### src/rtl/gcd_pkg.sv
// Shared types and helpers for the binary GCD engine.
package gcd_pkg;

  typedef enum logic [2:0] {
    StIdle,
    StCheck,
    StStrip,
    StOdd,
    StFinal,
    StDone
  } gcd_state_e;

  // Width of the common power-of-two shift count K.
  function automatic int unsigned k_width(input int unsigned width);
    return $clog2(width + 1);
  endfunction

endpackage

### src/rtl/gcd_binary_dp.sv
// Datapath for the binary GCD engine: A/B/K registers, comparator, subtractor, shifters.
module gcd_binary_dp
  import gcd_pkg::*;
#(
  parameter int unsigned WIDTH = 32
) (
  input  logic             clk,
  input  logic             reset,
  input  logic             load,
  input  logic             strip,
  input  logic             shr_a,
  input  logic             shr_b,
  input  logic             sub_a,
  input  logic             sub_b,
  input  logic [WIDTH-1:0] a_in,
  input  logic [WIDTH-1:0] b_in,
  output logic             a_zero,
  output logic             b_zero,
  output logic             a_odd,
  output logic             b_odd,
  output logic             a_eq_b,
  output logic             a_gt_b,
  output logic [WIDTH-1:0] a_or_b,
  output logic [WIDTH-1:0] final_val
);

  localparam int unsigned KW = k_width(WIDTH);

  logic [WIDTH-1:0] a_q, b_q;
  logic [KW-1:0]    k_q;

  always_ff @(posedge clk or posedge reset) begin
    if (reset) begin
      a_q <= '0;
      b_q <= '0;
      k_q <= '0;
    end else if (load) begin
      a_q <= a_in;
      b_q <= b_in;
      k_q <= '0;
    end else if (strip) begin
      a_q <= a_q >> 1;
      b_q <= b_q >> 1;
      k_q <= k_q + 1'b1;
    end else if (shr_a) begin
      a_q <= a_q >> 1;
    end else if (shr_b) begin
      b_q <= b_q >> 1;
    end else if (sub_a) begin
      a_q <= a_q - b_q;
    end else if (sub_b) begin
      b_q <= b_q - a_q;
    end
  end

  assign a_zero    = (a_q == '0);
  assign b_zero    = (b_q == '0);
  assign a_odd     = a_q[0];
  assign b_odd     = b_q[0];
  assign a_eq_b    = (a_q == b_q);
  assign a_gt_b    = (a_q > b_q);
  assign a_or_b    = a_q | b_q;
  // Restoring the stripped common factor cannot overflow: it never exceeds the larger operand.
  assign final_val = a_q << k_q;

endmodule

### src/rtl/gcd_binary.sv
// Binary (Stein) GCD engine: control FSM, saturating cycle counter and output registers.
module gcd_binary
  import gcd_pkg::*;
#(
  parameter int unsigned WIDTH = 32,
  parameter int unsigned CNT_W = 16
) (
  input  logic             clk,
  input  logic             reset,
  input  logic             start,
  input  logic [WIDTH-1:0] a_in,
  input  logic [WIDTH-1:0] b_in,
  output logic             busy,
  output logic             done,
  output logic [WIDTH-1:0] result,
  output logic [CNT_W-1:0] cycles
);

  gcd_state_e state_q, state_d;

  logic load, strip, shr_a, shr_b, sub_a, sub_b;
  logic a_zero, b_zero, a_odd, b_odd, a_eq_b, a_gt_b;
  logic [WIDTH-1:0] a_or_b, final_val;
  logic [WIDTH-1:0] result_q;
  logic [CNT_W-1:0] cnt_q, cnt_inc, cycles_q;
  logic             counting;

  gcd_binary_dp #(
    .WIDTH(WIDTH)
  ) u_dp (
    .clk      (clk),
    .reset    (reset),
    .load     (load),
    .strip    (strip),
    .shr_a    (shr_a),
    .shr_b    (shr_b),
    .sub_a    (sub_a),
    .sub_b    (sub_b),
    .a_in     (a_in),
    .b_in     (b_in),
    .a_zero   (a_zero),
    .b_zero   (b_zero),
    .a_odd    (a_odd),
    .b_odd    (b_odd),
    .a_eq_b   (a_eq_b),
    .a_gt_b   (a_gt_b),
    .a_or_b   (a_or_b),
    .final_val(final_val)
  );

  always_comb begin
    state_d = state_q;
    load    = 1'b0;
    strip   = 1'b0;
    shr_a   = 1'b0;
    shr_b   = 1'b0;
    sub_a   = 1'b0;
    sub_b   = 1'b0;
    unique case (state_q)
      StIdle: begin
        if (start) begin
          load    = 1'b1;
          state_d = StCheck;
        end
      end
      StCheck: state_d = (a_zero || b_zero) ? StDone : StStrip;
      StStrip: begin
        if (!a_odd && !b_odd) strip = 1'b1;
        else state_d = StOdd;
      end
      StOdd: begin
        if (!a_odd)      shr_a = 1'b1;
        else if (!b_odd) shr_b = 1'b1;
        else if (a_eq_b) state_d = StFinal;
        else if (a_gt_b) sub_a = 1'b1;
        else             sub_b = 1'b1;
      end
      StFinal: state_d = StDone;
      StDone:  state_d = StIdle;
      default: state_d = StIdle;
    endcase
  end

  assign counting = (state_q != StIdle) && (state_q != StDone);
  assign cnt_inc  = (cnt_q == '1) ? cnt_q : cnt_q + 1'b1;

  always_ff @(posedge clk or posedge reset) begin
    if (reset) begin
      state_q  <= StIdle;
      cnt_q    <= '0;
      result_q <= '0;
      cycles_q <= '0;
    end else begin
      state_q <= state_d;
      if (load) cnt_q <= '0;
      else if (counting) cnt_q <= cnt_inc;
      // The edge entering DONE is itself counted, hence cnt_inc rather than cnt_q.
      if (state_q == StCheck && state_d == StDone) begin
        result_q <= a_or_b;
        cycles_q <= cnt_inc;
      end else if (state_q == StFinal) begin
        result_q <= final_val;
        cycles_q <= cnt_inc;
      end
    end
  end

  assign busy   = (state_q != StIdle);
  assign done   = (state_q == StDone);
  assign result = result_q;
  assign cycles = cycles_q;

endmodule

### config.mk
export PLATFORM = sky130hd
export DESIGN_NAME = gcd_binary
export DESIGN_NICKNAME = d
export VERILOG_FILES = /design/src/rtl/gcd_pkg.sv /design/src/rtl/gcd_binary_dp.sv /design/src/rtl/gcd_binary.sv
export SDC_FILE = /design/constraint.sdc
export NUM_CORES = 1
export LEC_CHECK = 0
export ABC_AREA = 1
export BUFFER_PORTS_ARGS = -buffer_cell sky130_fd_sc_hd__buf_2
export CAP_MARGIN = 20
export CORE_UTILIZATION = 45
export DETAILED_ROUTE_END_ITERATION = 16
export GPL_ROUTABILITY_DRIVEN = 0
export PLACE_DENSITY_LB_ADDON = 0.1
export SYNTH_ARGS = -nofsm -noshare
export SYNTH_HDL_FRONTEND = slang
export SYNTH_SLANG_ARGS = --single-unit
### constraint.sdc
create_clock -name clk -period 16.65 [get_ports clk]
set_input_delay 4.995 -clock clk [delete_from_list [all_inputs] [get_ports clk]]
set_output_delay 4.995 -clock clk [all_outputs]
set_load 0.02 [all_outputs]
-- Word level (Yosys, flattened, before mapping)
Cells that the tools add are included.
- bits in registers: 137
- input port bits: 67
- add/subtract/negate cells: 4
- magnitude comparators: 1
- eq/ne operators: 12
- shift-type cells: 1
- multiplexer cells: 46
- bitwise gates (word level): 1
- reductions and logical operators: 17
- operators by type and width (cell ; number):
    $mux W32 ; 13
    $mux W16 ; 5
    $logic_not A32 Y1 ; 2
    $sub A32 B32 Y32 ; 2
    $eq A32 B32 Y1 ; 1
    $gt A32 B32 Y1 ; 1
    $or A32 B32 Y32 ; 1
    $shl A32 B6 Y32 ; 1
    $mux W1 ; 19
    $mux W3 ; 6
    $add A16 B1 Y16 const B ; 1
    $eq A16 B16 Y1 const B ; 1
    $pmux W3 S5 ; 1
    $mux W6 ; 2
    $eq A3 B3 Y1 const B ; 3
    $ne A4 B4 Y1 const B ; 2
    $reduce_bool A4 Y1 ; 2
    $add A6 B1 Y6 const B ; 1
    $eq A3 B2 Y1 const B ; 2
    $ne A3 B3 Y1 const B ; 2
    $reduce_bool A2 Y1 ; 3
    $eq A3 B1 Y1 const B ; 1
    $logic_and A1 B1 Y1 ; 3
    $logic_not A3 Y1 ; 1
    other kinds (5) ; 6

-- Longest topological paths before layout
- word-level depth: 12
- mapped depth: 19
- mapped depth without buffers: 18

-- Hierarchy
From an unflattened synthesis, not the netlist that was laid out.
- cells, all modules: 2332
- area total of the unflattened synthesis: 14152.3 µm²
- modules (own cells, without submodules) (module ; times used ; cells each ; area an instance (µm²) ; seq. area each (µm²)):
    gcd_binary_dp ; 1 ; 1884 ; 10737.8 ; 1751.7
    gcd_binary ; 1 ; 448 ; 3414.5 ; 1676.6

-- Worst setup path before layout
No wires, ideal clock.
- kind: register to output
- from: reg state_q[2]
- to: out done
- arrival: 1.039 ns
- setup slack: 10.616 ns
- cell stages (with the launch flop): 3
- buffers on the path: 0
- cell sequence: dfrtp_1 inv_1 nor3_1
- word-level cells in the longest chain between the ends: 1
- RTL lines (element ; line ; source):
    start: declaration ; gcd_binary.sv:19 ; gcd_state_e state_q, state_d;
    start signal: assignment ; gcd_binary.sv:89 ; state_q <= StIdle;
    start signal: assignment ; gcd_binary.sv:94 ; state_q <= state_d;
    $eq A3 B3 Y1 ; gcd_binary.sv:109 ; assign done = (state_q == StDone);
    end: declaration ; gcd_binary.sv:14 ; output logic done,
Every way passes these cells.

-- Worst setup path after layout
- from: in start
- to: reg u_dp.b_q[25]
- word-level cells in the longest chain between the ends: 4
- RTL lines (element ; line ; source):
    start: declaration ; gcd_binary.sv:10 ; input logic start,
    $mux W1 (*) ; gcd_binary.sv:61 ; if (start) begin
    $mux W1 (*) ; gcd_binary.sv:59 ; unique case (state_q)
    $ne A4 B4 Y1 (no line) (tied with other cells) ; -- ;
    $reduce_and A3 Y1 (no line) ; -- ;
    end signal: assignment ; gcd_binary_dp.sv:43 ; b_q <= b_q >> 1;
    end signal: assignment ; gcd_binary_dp.sv:48 ; b_q <= b_q >> 1;
    end signal: assignment ; gcd_binary_dp.sv:52 ; b_q <= b_q - a_q;
    end: declaration ; gcd_binary_dp.sv:29 ; logic [WIDTH-1:0] a_q, b_q;
Mark *: on every way between the ends. The rest lies on a longest branch, timed or not.
A chain may end at the register's enable or synchronous reset.

==> impl_metrics.py <==
metrics = {
    "status": {
        "status": "finished clean",
    },
    "clocking": {
        "ctsLongestPathBuffers": 2,
        "ctsHoldBuffers": 0,
        "clk_pin_slew_worst_paths_ns": 0.06,
        "cts_resized": 0,
        "clock-sinks": 137,
        "tritoncts": "done",
        "clock_latency_ns": 0.46,
        "htree_num_levels": 4,
        "cts_inserted_buffers": 17,
        "post_cts_buffers": 0,
        "cts-root-buf": "clkbuf_16",
    },
    "layout": {
        "fin_nets": 2498,
        "final_common_cell": "nand2_1",
        "fin_area_um2": 15300,
        "ff_latch_area_um2": 3430,
        "drive_gt1_share_pct": 11.8,
        "fillCellCount": 3316,
        "n_antenna_cell": 0,
        "areaGrowthSynthToFinish_pct": 9.54,
        "multi_input_area_um2": 9060,
        "final_cell_mix": "nand2_1 (795), inv_1 (259), nand3_1 (214)",
    },
    "die": {
        "fp.dieH_um": 178,
        "rows": 64,
        "core_um2": 30600,
        "start_util_pct": 45.6,
        "fp.dieW_um": 178,
        "dieArea_um2": 31700,
        "num_io_pins": 117,
    },
    "power": {
        "power.density_nw_per_um2": 47.9,
        "total_leakage_power_uw": 0.00818,
        "peakVddDrop_v": 0.0000691,
    },
    "global_route": {
        "antenna_found_initial": 0,
        "grt_max_degree": 72,
        "grt_pass1_wl_um": 79300,
        "grt_pass1_vias": 14239,
        "track_usage_pct": 33.2,
        "overflow": 0,
    },
    "timing": {
        "hold_violations": 0,
        "min_period_ns": 7.14,
        "setup_ws_ns": 9.51,
        "finalSetupViolations": 0,
        "slew_headroom_pct": 28.5,
        "final.setup.tns_ns": 0,
        "period_share_pct": 42.9,
        "worstMarginPinSlew_ns": 1.07,
        "rsz0062_at_grt": "false",
        "fin_skew_ns": 0.0171,
        "fmax_ghz": 0.140,
        "maxSlewViolCount": 0,
    },
    "routing": {
        "dr.pass1.iters": 8,
        "post-route-drc-count": 0,
        "viasPerCell": 5.60,
        "postRouteAntennaNets": 0,
        "vias": 15347,
        "met1_length_um": 22700,
        "met2_length_um": 22500,
        "routed_wl_um": 51700,
        "routed.top_layer": "met4",
        "routedWlPerCell_um": 18.9,
        "wl_met3_um": 4830,
        "drtIter0Drc": 1701,
    },
    "logic_synthesis": {
        "ys_seq_area_share_pct": 24.6,
        "synthArstFlopShare_pct": 100,
        "synth_top_family_by_area": "simple AND/OR/NAND/NOR gates",
        "synth-simple-area-share_pct": 40.3,
        "synth_area_um2": 14000,
        "ys_warn_count": 0,
        "synth_cell_types": 47,
        "synth_edf_count": 0,
        "synth_compound_area_share_pct": 13.8,
        "synthAdderAreaFrac_pct": 9.07,
        "synthDominantCellAreaShare_pct": 24.6,
        "yosys.area.top_type": "dfrtp_1",
        "syn_nets": 2437,
        "synth.mux.area_fraction_pct": 0.789,
        "synth_cells": 2270,
        "synth-seq-cells": 137,
        "synthTopCellsByArea": "dfrtp_1 (25%), nand2_1 (21%), ha_1 (8.8%), nand3_1 (7.7%), inv_1 (7.0%)",
        "synth_area_per_cell_um2": 6.15,
        "synth_xor_xnor_area_share_pct": 1.00,
        "ys.flop_type": "dfrtp_1",
    },
    "setup_path": {
        "worstPathRequired_ns": 16.99,
        "worst-path-buf-inv": 3,
        "arrival_ns": 7.48,
        "path_max_fanout": 48,
        "cpMaxStageDelayCell": "nand2_1",
        "crit_path_max_incr_delay_ns": 0.67,
        "crit_type": "input port to register",
        "startpoint_type": "input port",
        "endpoint_kind": "register",
        "path_cells": "buf_2 > nand2_2 > buf_4 > nand2_2 > inv_1 > nand3_1 > nand2_1 > nor2_1 > nand2_1 > nand2_1",
        "cp_common_cell": "nand2_1",
        "critPathTopFamily": "simple AND/OR/NAND/NOR gates",
    },
    "place": {
        "io_buffer_count": 116,
        "dpl.hpwl_um": 40300,
        "pre_cts_ws_ns": 9.11,
        "place_area_um2": 14700,
    },
    "run": {
        "drv_cap": 0,
    },
    "min_path": {
        "worst_hold_path_type": "register to register",
    },
}
report_power, final:
group	internal, µW	switching (µW)	total (µW)
clock network	209	176	384
registers	333	0	333
logic	5.60	9.88	15.5
metrics by stage:
stage / power, µW / cells / hold WS [ns] / util [%]
2_1_floorplan: 344 / 2270 / 0.457 / -
3_3_place_gp: 355 / 2707 / 0.458 / 48.0
3_5_place_dp: 355 / 2708 / 0.461 / 48.1
4_1_cts: 737 / 2740 / 0.477 / 50.0
5_1_grt: 751 / 2740 / 0.491 / 50.0
6_report: 733 / 2740 / 0.469 / 50.0
worst paths after layout:
check / from / to / slack [ns] / cells past startpoint
worst max register to register: u_dp.a_q[24]$_DFFE_PP0P_ / cycles[3]$_DFFE_PP0P_ / 13.22 / 10
min in group asynchronous: reset / u_dp.k_q[3]$_DFFE_PP0N_ / 4.65 / 2
max in group asynchronous: reset / u_dp.k_q[0]$_DFFE_PP0N_ / 10.55 / 3
worst min-delay path: result[1]$_DFFE_PP0P_ / result[1]$_DFFE_PP0P_ / 0.47 / 2
worst min register to register: result[1]$_DFFE_PP0P_ / result[1]$_DFFE_PP0P_ / 0.47 / 2
worst max-delay path: start / u_dp.b_q[25]$_DFFE_PP0P_ / 9.51 / 10
per-layer routing:
layer	vias up	GRT usage [%]
met2	729	50.8
met5	-	0
met1	7080	45.9
li1	7430	-
met4	0	12.6
met3	108	6.31
synthesized netlist by cell type (2+ instances only):
cell      instances
nor4_1            3
mux2i_1          11
a21oi_2           5
ha_1             98
nand3_1         214
fa_1              2
o21ai_2          19
a21oi_1          59
nor2_2           13
clkbuf_1         39
o21ai_1           7
clkinv_1          4
buf_4             4
dfrtp_1         137
o211ai_1         50
inv_1           260
and2_1            2
buf_2            27
buf_6             7
o21ai_0         156
nand2_4           2
nand2_2          21
nor2_4            9
or2_2            20
nor3_1           14
nand3_2           7
a31oi_1           2
nor2_1          167
o21bai_1         11
xor2_1           16
inv_2            15
buf_1             7
nand2_1         796
nand4_1          43
o22ai_1          11
registers in the layout, indices dropped and copies added, names as in the netlist:
name,flops
u_dp.b_q,32
u_dp.a_q,32
state_q,3
cycles,16
u_dp.k_q,6
cnt_q,16
result,32
worst register-to-register path, stage by stage, from the launching register on:
cell and delay, ns:
dfrtp_1 0.52, inv_1 0.22, nand4_1 0.13, nor2_1 0.08
nand4_1 0.13, nand2_1 0.07, nand2_1 0.06, buf_4 0.39
nand2_2 0.55, inv_2 0.85, o21ai_0 0.26
kinds of logic (layout without fill, tap and decap cells):
group,after synthesis,count (layout)
multiplexers,11,11
buffers and inverters,364,438
XOR/XNOR,16,16
adder cells (fa/ha/maj),100,100
AND/OR/NAND/NOR,1315,1315
flip-flops,137,137
AO/OA/AOI/OAI,327,327
cell type report:
cell class / count / area share (%)
multi-input cells: 1769 / 59.3
well taps: 396 / 3.24
flip-flops and latches: 137 / 22.4
repair buffers: 126 / 4.42
clock inverters: 14 / 0.876
inverters: 280 / 6.92
clock buffers: 18 / 2.81
(Power assumes the default switching activity.)
